<file path="config.mk">
export PLATFORM = sky130hd
export DESIGN_NAME = pattern_matcher_lockout
export DESIGN_NICKNAME = d
export VERILOG_FILES = /design/src/rtl/pattern_matcher_lockout.sv
export SDC_FILE = /design/constraint.sdc
export NUM_CORES = 1
export LEC_CHECK = 0
export ABC_AREA = 1
export CORE_MARGIN = 10
export CORE_UTILIZATION = 60
export DETAILED_ROUTE_END_ITERATION = 6
export GPL_ROUTABILITY_DRIVEN = 0
export PLACE_DENSITY = 0.83
export SYNTH_ARGS = -nofsm -noshare
export SYNTH_HDL_FRONTEND = slang
export SYNTH_SLANG_ARGS = --single-unit
</file>
<file path="constraint.sdc">
create_clock -name clk -period 3.2 [get_ports clk]
set_input_delay 0.64 -clock clk [delete_from_list [all_inputs] [get_ports clk]]
set_output_delay 0.64 -clock clk [all_outputs]
set_load 0.01 [all_outputs]
</file>
<file path="src/rtl/pattern_matcher_lockout.sv">
// Serial LSB-first secret matcher: always consumes the full pattern before reporting,
// counts consecutive failures and enters a timed lockout after MAX_FAILS of them.
module pattern_matcher_lockout #(
  parameter int                       PATTERN_BITS   = 16,
  parameter logic [PATTERN_BITS-1:0]  PATTERN        = 16'h1982,
  parameter int                       BYTE_BITS      = 8,
  parameter int                       MAX_FAILS      = 3,
  parameter int                       LOCKOUT_CYCLES = 1000
) (
  input  logic                             clk,
  input  logic                             rst,
  input  logic                             rx_bit,
  input  logic                             rx_bit_valid_now,
  input  logic                             rx_byte_start,
  output logic                             tx_which_byte,
  output logic                             tx_trigger,
  input  logic                             tx_done,
  output logic                             locked,
  output logic [$clog2(MAX_FAILS+1)-1:0]   fail_count
);

  localparam int CW = $clog2(PATTERN_BITS + 1);
  localparam int LW = $clog2(LOCKOUT_CYCLES + 1);
  localparam int FW = $clog2(MAX_FAILS + 1);

  typedef enum logic [1:0] {MATCH, REPORT, WAIT_TX, LOCKOUT} state_t;

  state_t         state, state_next;
  logic [CW-1:0]  bit_cnt;
  logic [LW-1:0]  lock_cnt;
  logic [FW-1:0]  fail_q;
  logic           match_q;
  logic           expected_bit;
  logic           legal_start;
  logic           desync;
  logic           last_bit;
  logic           lock_done;
  logic           fail_sat;

  // Mux instead of a direct variable select keeps the index width exact for any length.
  always_comb begin
    expected_bit = 1'b0;
    for (int i = 0; i < PATTERN_BITS; i++) begin
      if (bit_cnt == CW'(i)) expected_bit = PATTERN[i];
    end
  end

  assign legal_start = ((32'(bit_cnt) % BYTE_BITS) == 0);
  assign desync      = rx_byte_start && !legal_start;
  assign last_bit    = (bit_cnt == CW'(PATTERN_BITS - 1));
  assign lock_done   = (lock_cnt == '0);
  assign fail_sat    = (fail_q == FW'(MAX_FAILS));

  always_ff @(posedge clk) begin
    if (rst) state <= MATCH;
    else     state <= state_next;
  end

  always_comb begin
    state_next = state;
    case (state)
      MATCH:   if (rx_bit_valid_now && !desync && last_bit) state_next = REPORT;
      REPORT:  state_next = WAIT_TX;
      WAIT_TX: if (tx_done) state_next = fail_sat ? LOCKOUT : MATCH;
      LOCKOUT: if (lock_done) state_next = MATCH;
      default: state_next = MATCH;
    endcase
  end

  // A resync restarts the bit position but never clears an earlier mismatch.
  always_ff @(posedge clk) begin
    if (rst) begin
      bit_cnt  <= '0;
      lock_cnt <= '0;
      fail_q   <= '0;
      match_q  <= 1'b1;
    end else begin
      case (state)
        MATCH: begin
          if (rx_bit_valid_now) begin
            if (desync) begin
              if (rx_bit != PATTERN[0]) match_q <= 1'b0;
              bit_cnt <= CW'(1);
            end else begin
              if (rx_bit != expected_bit) match_q <= 1'b0;
              if (!last_bit) bit_cnt <= bit_cnt + CW'(1);
            end
          end
        end
        REPORT: begin
          if (match_q)       fail_q <= '0;
          else if (!fail_sat) fail_q <= fail_q + FW'(1);
        end
        WAIT_TX: begin
          if (tx_done) begin
            bit_cnt <= '0;
            if (fail_sat) lock_cnt <= LW'(LOCKOUT_CYCLES - 1);
            else          match_q  <= 1'b1;
          end
        end
        LOCKOUT: begin
          if (lock_done) begin
            fail_q  <= FW'(MAX_FAILS - 1);
            match_q <= 1'b1;
          end else begin
            lock_cnt <= lock_cnt - LW'(1);
          end
        end
        default: ;
      endcase
    end
  end

  always_comb begin
    tx_trigger    = (state == REPORT);
    locked        = (state == LOCKOUT);
    tx_which_byte = match_q && (state != LOCKOUT);
    fail_count    = fail_q;
  end

endmodule

</file>
# Yosys cells after proc, flatten, opt, wreduce, memory -nomap -nowiden
# Index checks and enable logic that the tools add are counted.
# classes
add_sub_neg	3
n_reduce_logical	18
eq_ne	32
muxes	41
# ops
operator	count
5-bit by 4-bit equality test with 1-bit output, second input constant	8
32-bit zero test	1
10-bit two-way mux	3
1-bit two-way mux	22
5-bit by 3-bit equality test with 1-bit output, second input constant	4
5-bit two-way mux	4
10-bit case mux with 2 select lines	1
2-bit two-way mux	7
2-bit inequality test, second input constant	7
3-bit inequality test, second input constant	4
5-bit by 2-bit equality test with 1-bit output, second input constant	2
10-bit zero test	1
5-bit case mux with 2 select lines	1
10-bit by 1-bit subtractor with 10-bit output, second input constant	1
2-bit case mux with 4 select lines	1
4-bit AND reduction	2
7-bit AND reduction	1
2-bit equality test, second input constant	3
3-bit AND reduction	2
2-bit nonzero test	3
5-bit by 1-bit adder with 5-bit output, second input constant	1
5-bit by 1-bit equality test with 1-bit output, second input constant	1
1-bit logical AND	4
2-bit case mux with 2 select lines	1
other kinds (8)	9
# word_totals
in_bits	6
output_inout_bits	5
ff_bits	20
elab_cells	99

# Logic depth before layout (Yosys ltp)
# Gate-level depths: netlist of run 1.
# logic_depth
ltp_word	21
ltp_mapped	13
depth_no_buf	13

# Worst setup path after synthesis of run 1
# No wires, ideal clock.
# synth_timing
kind	reg-to-reg
from	register lock_cnt[0]
to	register lock_cnt[4]
synth_period_minus_slack_ns	1.538
stages_incl_launch_ff	12
slack_ns	1.662
path_buffers	1
t_required_ns	3.086
setup_time_ns	0.114
arrival_ns	1.424
path_cell_list	dfxtp_1 inv_1 ha_1 nand2_1 nor2_4 nand2_2 nand2_4 nand2_2 buf_6 nand3_1 xor2_1 nor2_1
# synth_via
elab_chain_len	3
word_cells_on_any_way	6
classes_between	add/sub: 1; eq/ne: 1; mux: 2; reduce/logical: 2
# synth_lines
element	line	text
start, declared	30	logic [LW-1:0] lock_cnt;
start signal, assigned	97	if (fail_sat) lock_cnt <= LW'(LOCKOUT_CYCLES - 1);
start signal, assigned	106	lock_cnt <= lock_cnt - LW'(1);
10-bit by 1-bit subtractor with 10-bit output or 10-bit zero test (tied branches)	106, 51	
10-bit two-way mux or 2-bit inequality test (tied branches)	n/a	
10-bit case mux with 2 select lines or 4-bit AND reduction (tied branches)	n/a	
# Parallel ways exist; a longest one is shown, timed or not. The select of a mux whose other input is x is not followed.
# A chain may end at the register's enable or synchronous reset.

# Worst setup path in the final report of run 1
# layout_timing
from	register state[1]
to	output locked
# layout_via
elab_chain_len	1
# layout_lines
element	line	text
start, declared	28	state_t state, state_next;
start signal, assigned	56	else state <= state_next;
2-bit equality test	116	locked = (state == LOCKOUT);
end, declared	18	output logic locked,
# Every way passes these cells.

==> flow_summary_export.csv, run 1 <==
group,metric,value,unit
global_routing,antenna_found_initial,0,
floorplan,io_pins,11,
clock_tree,cts_sinks,20,
sta,grt_setup_unrepaired,"false",
sta,fin_skew,0.01531,ns
pwr,finalPower,0.5312,mW
layout,syn_to_final_growth,13.77,%
global_routing,grt_max_degree,13,
sta,finalHoldViolations,0,
clock_tree,clk_pin_slew_worst_paths,0.13,ns
critical_path,critPathKind,"flip-flop to output pin",
pwr,p_leak,0.6675,nW
clock_tree,post-cts-setup-buffer-count,0,
logic_synthesis,yosysSeqAreaShare,32.16,%
floorplan,die_area,4297,um2
sta,max-slew-margin-rel,75.47,%
route,routedWlPerCell,12.74,um
layout,regArea,400.4,um2
route,first_pass_iters,4,
critical_path,cp-end-kind,"output pin",
route,wirelength,2.790,mm
min_path,hp-class,"flip-flop to flip-flop",
critical_path,critPathLaunch,"state[1]",
layout,final_nets,206,
route,ant_nets,0,
clock_tree,cts_root_buf,"clkbuf_4",
layout,n_antenna_cell,0,
layout,drive_above_1_share,8.333,%
sta,period_minus_slack,2.319,ns
place,dpl_cell_area,1364,um2
clock_tree,cts_hold_repair.buffers,0,
floorplan,core_area,1962,um2
layout,multi_input_area,738.2,um2
logic_synthesis,yosysMostFrequentCell,"nand2_1",
logic_synthesis,synth_cells,180,
global_routing,grt_pass1_vias,1111,
layout,instances_no_fill,219,
logic_synthesis,synth.distinct_cells,28,
logic_synthesis,ys_async_sr_fraction,0,%
place,io_buffers,10,
logic_synthesis,synth_flop_cell,"dfxtp_1",
logic_synthesis,synth_seq_cells,20,
run,cap_violations,0,
logic_synthesis,syn_area_per_cell,6.916,um2
floorplan,chipHeight,65.55,um
logic_synthesis,synth_area_leaders,"dfxtp_1 32%, nand2_1 9.6%, nor2_1 8.7%",
route,route.detailed.drc,0,
logic_synthesis,ys_warn_count,0,
critical_path,worstPathMaxFanout,9,
clock_tree,cts_resized,0,
route,viasPerCell,5.425,
layout,fillers,169,
logic_synthesis,synth_nets,193,
place,post-dp-hpwl,2.028,mm
logic_synthesis,netlist_top_cells_count,"32 x nand2_1, 29 x nor2_1, 21 x inv_1",
layout,final_util,72.19,%
sta,finalSetupViolCount,0,
sta,finalSetupTns,0,ns
pwr,irDropWorstVdd,0.2761,mV
layout,finish.instance_area,1416,um2
floorplan,fp.dieW,65.55,um
run_status,run_status,"completed",
logic_synthesis,yosys.area.top_type,"dfxtp_1",
route,vias,1188,
sta,max_freq,431.2,MHz
clock_tree,cts_tree,"done",
min_path,min_from,"bit_cnt[4]",
critical_path,r2r_start,"bit_cnt[0]",
critical_path,arrival,1.68,ns
sta,worst_pin_slew,0.3667,ns
logic_synthesis,synth_top_cell_area_share,32.16,%
clock_tree,clk_path_buf_depth,2,
route,drtIter0Drc,90,
clock_tree,numCtsBuffers,3,
global_routing,grtUsageTotal,14.25,%
floorplan,floorplan.rows,16,
pwr,power_density,375.1,nW/um2
critical_path,required,2.56,ns
logic_synthesis,syn-cell-area,1245,um2
clock_tree,clk_latency,0.32,ns
global_routing,grt_overflow,0,
sta,slew_violations,0,
logic_synthesis,synth_enable_flop_cells,0,
sta,fin_crit_sh,72.48,%
global_routing,grt_first_pass_wirelength,4.988,mm
critical_path,cp-start-kind,"flip-flop",
place,dpl.cell_count,215,
clock_tree,h-tree-depth,1,
floorplan,initial_utilization,63.46,%
state kept, by name, summed over array words and instances (netlist names):
name	count
bit_cnt	5
fail_count	2
lock_cnt	10
state	2
match_q	1
path summary, 6_finish.rpt:
path / slack, ns / end / depth (start not counted)
hold reg to reg: 0.49 / bit_cnt[4] / 2
hold / removal: 0.49 / bit_cnt[4] / 2
setup reg to reg: 1.39 / bit_cnt[2] / 9
setup / recovery: 0.88 / locked / 3
worst max-delay path, cell delays in order (launching register included):
cell	delay, ns
dfxtp_1	0.48
nand2_2	0.18
inv_2	0.14
clkdlybuf4s50_1	0.55
layout make-up:
class                   instances  share of cell area [%]
flip-flops and latches         20                   28.27
multi-input cells             135                   52.12
well taps                      27                   2.385
clock buffers                   3                   1.590
repair buffers                 10                   7.067
clock inverters                 1                   2.120
inverters                      23                   6.449
power breakdown:
group	total (mW)	internal, mW	switching, mW
clock network	0.213	0.127	0.0859
logic	0.0581	0.0248	0.0333
registers	0.260	0.254	0.00603
total	0.531	0.406	0.125
placed cells by master, fill, tap and decap left out:
master / n
o2111ai_1: 1
clkdlybuf4s50_1: 10
and2_1: 1
xor2_1: 5
nand4_2: 1
inv_1: 21
nor2_2: 1
nand3_1: 9
nor2_1: 29
bufinv_16: 1
clkinv_4: 1
nand2_4: 1
nor2_4: 1
a21oi_1: 16
o21ai_0: 14
nand2_1: 32
nand3b_1: 1
o21ai_2: 1
nand2_2: 4
nand4_1: 2
xnor2_1: 3
inv_2: 1
or2_2: 1
a211oi_1: 3
dfxtp_1: 20
ha_1: 7
o211ai_1: 1
clkbuf_4: 3
o211a_1: 1
kinds of logic after synthesis:
kind of cell	Yosys count	share of synthesized area, %
AO/OA/AOI/OAI	37	16.68
XOR/XNOR	8	5.628
AND/OR/NAND/NOR	83	29.95
adder cells (fa/ha/maj)	7	7.035
flip-flops	20	32.16
buffers and inverters	25	8.543
per-layer routing:
layer | GRT usage, % | vias up | wire, um
li1 | - | 610 | -
met1 | 18.19 | 520 | 1279
met2 | 20.37 | 51 | 1199
met3 | 5.085 | 7 | 250
met4 | 7.487 | 0 | 61
met5 | 0 | - | 0
per-stage QoR:
step | hold slack, ns | setup slack (ns)
after floorplan | 0.4435 | 1.662
after global placement | 0.4673 | 1.178
after detailed placement | 0.4764 | 1.190
after CTS | 0.4936 | 0.8863
after global routing | 0.5221 | 0.8088
final | 0.4861 | 0.8807
No activity file was read; power rests on OpenSTA's default activity.
==> run 2: changes to the inputs <==
--- a/config.mk
+++ b/config.mk
@@ -7,10 +7,10 @@
 export LEC_CHECK = 0
 export ABC_AREA = 1
 export CORE_MARGIN = 10
-export CORE_UTILIZATION = 60
+export CORE_UTILIZATION = 56
 export DETAILED_ROUTE_END_ITERATION = 6
 export GPL_ROUTABILITY_DRIVEN = 0
-export PLACE_DENSITY = 0.83
+export PLACE_DENSITY = 0.78
 export SYNTH_ARGS = -nofsm -noshare
 export SYNTH_HDL_FRONTEND = slang
 export SYNTH_SLANG_ARGS = --single-unit
==> constraint.sdc (replaced) <==
create_clock -name clk -period 2.4 [get_ports clk]
set_input_delay 0.48 -clock clk [delete_from_list [all_inputs] [get_ports clk]]
set_output_delay 0.48 -clock clk [all_outputs]
set_load 0.01 [all_outputs]
==> run 2 against run 1 <==
Wire length shrank 6.4%. Global-route usage is 1.8 points lower. Clock-buffer cell count unchanged. Clock skew down 0.0092 ns. Design area up 0.62%. Power is 32% higher. Sequential power grew 33%. Sequential share of layout area down 0.17 points. Largest cell class unchanged. Largest power group unchanged.
==> flow_summary_export.csv, run 2 (synthesis gave the netlist of run 1 again) <==
group,metric,value,unit
pwr,internal_power,0.5423,mW
critical_path,worstPathMaxFanout,9,
floorplan,fp.dieW,67.15,um
layout,mostFrequentLayoutCell,"nand2_1",
clock_tree,cts_resized,0,
route,vias,1144,
sta,max-slew-margin-rel,81.35,%
place,io_buffers,10,
clock_tree,clk_pin_slew_worst_paths,0.11,ns
route,viasPerCell,5.176,
global_routing,grt_pass1_vias,1066,
floorplan,floorplan.rows,17,
min_path,hp-class,"flip-flop to flip-flop",
layout,drive_above_1_share,8.808,%
global_routing,antenna_found_initial,0,
clock_tree,h-tree-depth,1,
global_routing,grt_overflow,0,
layout,layout_common_cells,"32 x nand2_1, 29 x nor2_1, 21 x inv_1",
critical_path,arrival,1.66,ns
global_routing,grt_max_degree,13,
layout,final_nets,207,
sta,finalSetupViolCount,0,
clock_tree,cts_tree,"done",
sta,worst_pin_slew,0.2787,ns
critical_path,r2r_slack,0.65,ns
critical_path,cp-start-kind,"flip-flop",
route,first_pass_iters,4,
floorplan,die_area,4509,um2
layout,largest_reg_flops,10,
layout,syn_to_final_growth,14.47,%
layout,reg_top3,"lock_cnt: 10 flops, bit_cnt: 5 flops",
floorplan,io_pins,11,
sta,fin_skew,0.006145,ns
min_path,min_from,"bit_cnt[4]",
critical_path,r2r_start,"bit_cnt[0]",
clock_tree,cts_root_buf,"clkbuf_4",
sta,max_freq,468.2,MHz
pwr,p_comb_share,11.3,%
pwr,power_density,493.3,nW/um2
critical_path,critPathKind,"flip-flop to output pin",
pwr,power_switching,0.1607,mW
pwr,irDropWorstVdd,0.2936,mV
pwr,clock_power_share,39.4,%
global_routing,grtUsageTotal,12.45,%
route,route.detailed.drc,0,
critical_path,r2r_cells,9,
sta,period_minus_slack,2.136,ns
sta,finalHoldViolations,0,
sta,fin_crit_sh,89.00,%
critical_path,required,1.92,ns
floorplan,core_area,2170,um2
critical_path,reg2reg_to,"bit_cnt[2]",
route,drtIter0Drc,59,
clock_tree,numCtsBuffers,3,
floorplan,chipHeight,67.15,um
route,wirelength,2.612,mm
layout,n_antenna_cell,0,
sta,grt_setup_unrepaired,"false",
route,ant_nets,0,
pwr,seqPwrFrac,49.3,%
route,routedWlPerCell,11.82,um
min_path,whs_path_depth,2,
global_routing,grt_first_pass_wirelength,4.560,mm
critical_path,cp-end-kind,"output pin",
run,cap_violations,0,
clock_tree,clk_latency,0.31,ns
clock_tree,cts_sinks,20,
floorplan,initial_utilization,57.38,%
clock_tree,cts_hold_repair.buffers,0,
clock_tree,post-cts-setup-buffer-count,0,
sta,slew_violations,0,
min_path,holdPathEnd,"bit_cnt[4]",
layout,regMostFlops,"lock_cnt",
pwr,swShare,22.86,%
sta,finalSetupTns,0,ns
place,post-dp-hpwl,2.046,mm
sta,hold-worst-slack,0.4915,ns
clock_tree,clk_path_buf_depth,2,
run_status,run_status,"completed",
pwr,p_leak,0.6723,nW
[run 2: worst max-delay path: stages (launching register included)]
cell and delay (ns):
dfxtp_1 0.49, nand2_2 0.18, inv_2 0.14, clkdlybuf4s50_1 0.55
[run 2: power groups by stage]
stage	Sequential (mW)	Clock, mW	Combinational, mW
floorplan	0.352	0	0.0526
global placement	0.354	0	0.0758
detailed placement	0.354	0	0.0788
CTS	0.347	0.280	0.0792
global route	0.348	0.296	0.0917
finish	0.347	0.277	0.0791
[run 2: metal layers]
metal | share of wire (%) | vias up | global-route usage (%)
met3 | 5.2 | 7 | 2.149
met1 | 47 | 505 | 15.48
met5 | 0 | - | 0
met2 | 46 | 22 | 20.73
li1 | - | 610 | -
met4 | 1.9 | 0 | 5.128
[run 2: how the worst max path moves through the flow]
stage             endpoint     startpoint  slack [ns]  cells past startpoint
3_3_place_gp    bit_cnt[2]  rx_byte_start        0.64                      7
6_report            locked       state[1]        0.26                      3
4_1_cts             locked       state[1]        0.28                      3
5_1_grt             locked       state[1]        0.20                      3
2_1_floorplan  lock_cnt[4]    lock_cnt[0]        0.86                     11
3_5_place_dp    bit_cnt[2]  rx_byte_start        0.56                      7
[run 2: cell type report]
| type | instances | area [um2] |
|---|---|---|
| tap | 28 | 35.03 |
| clock inverter | 1 | 30.03 |
| multi-input combinational | 135 | 738.2 |
| inverter | 23 | 91.34 |
| fill | 205 | 744.5 |
| timing repair buffer | 11 | 107.6 |
| sequential | 20 | 400.4 |
| clock buffer | 3 | 22.52 |
[run 2: stage by stage]
| stage | total power, mW | utilization, % | instance area [um2] | std cells | setup slack (ns) |
|---|---|---|---|---|---|
| final | 0.7030 | 65.69 | 1425 | 221 | 0.2640 |
| after global routing | 0.7358 | 65.69 | 1425 | 221 | 0.2027 |
| after CTS | 0.7062 | 65.69 | 1425 | 221 | 0.2849 |
| after detailed placement | 0.4331 | 63.26 | 1373 | 217 | 0.5607 |
| after global placement | 0.4300 | 63.26 | 1373 | 217 | 0.6421 |
| after floorplan | 0.4046 | - | 1245 | 180 | 0.8622 |
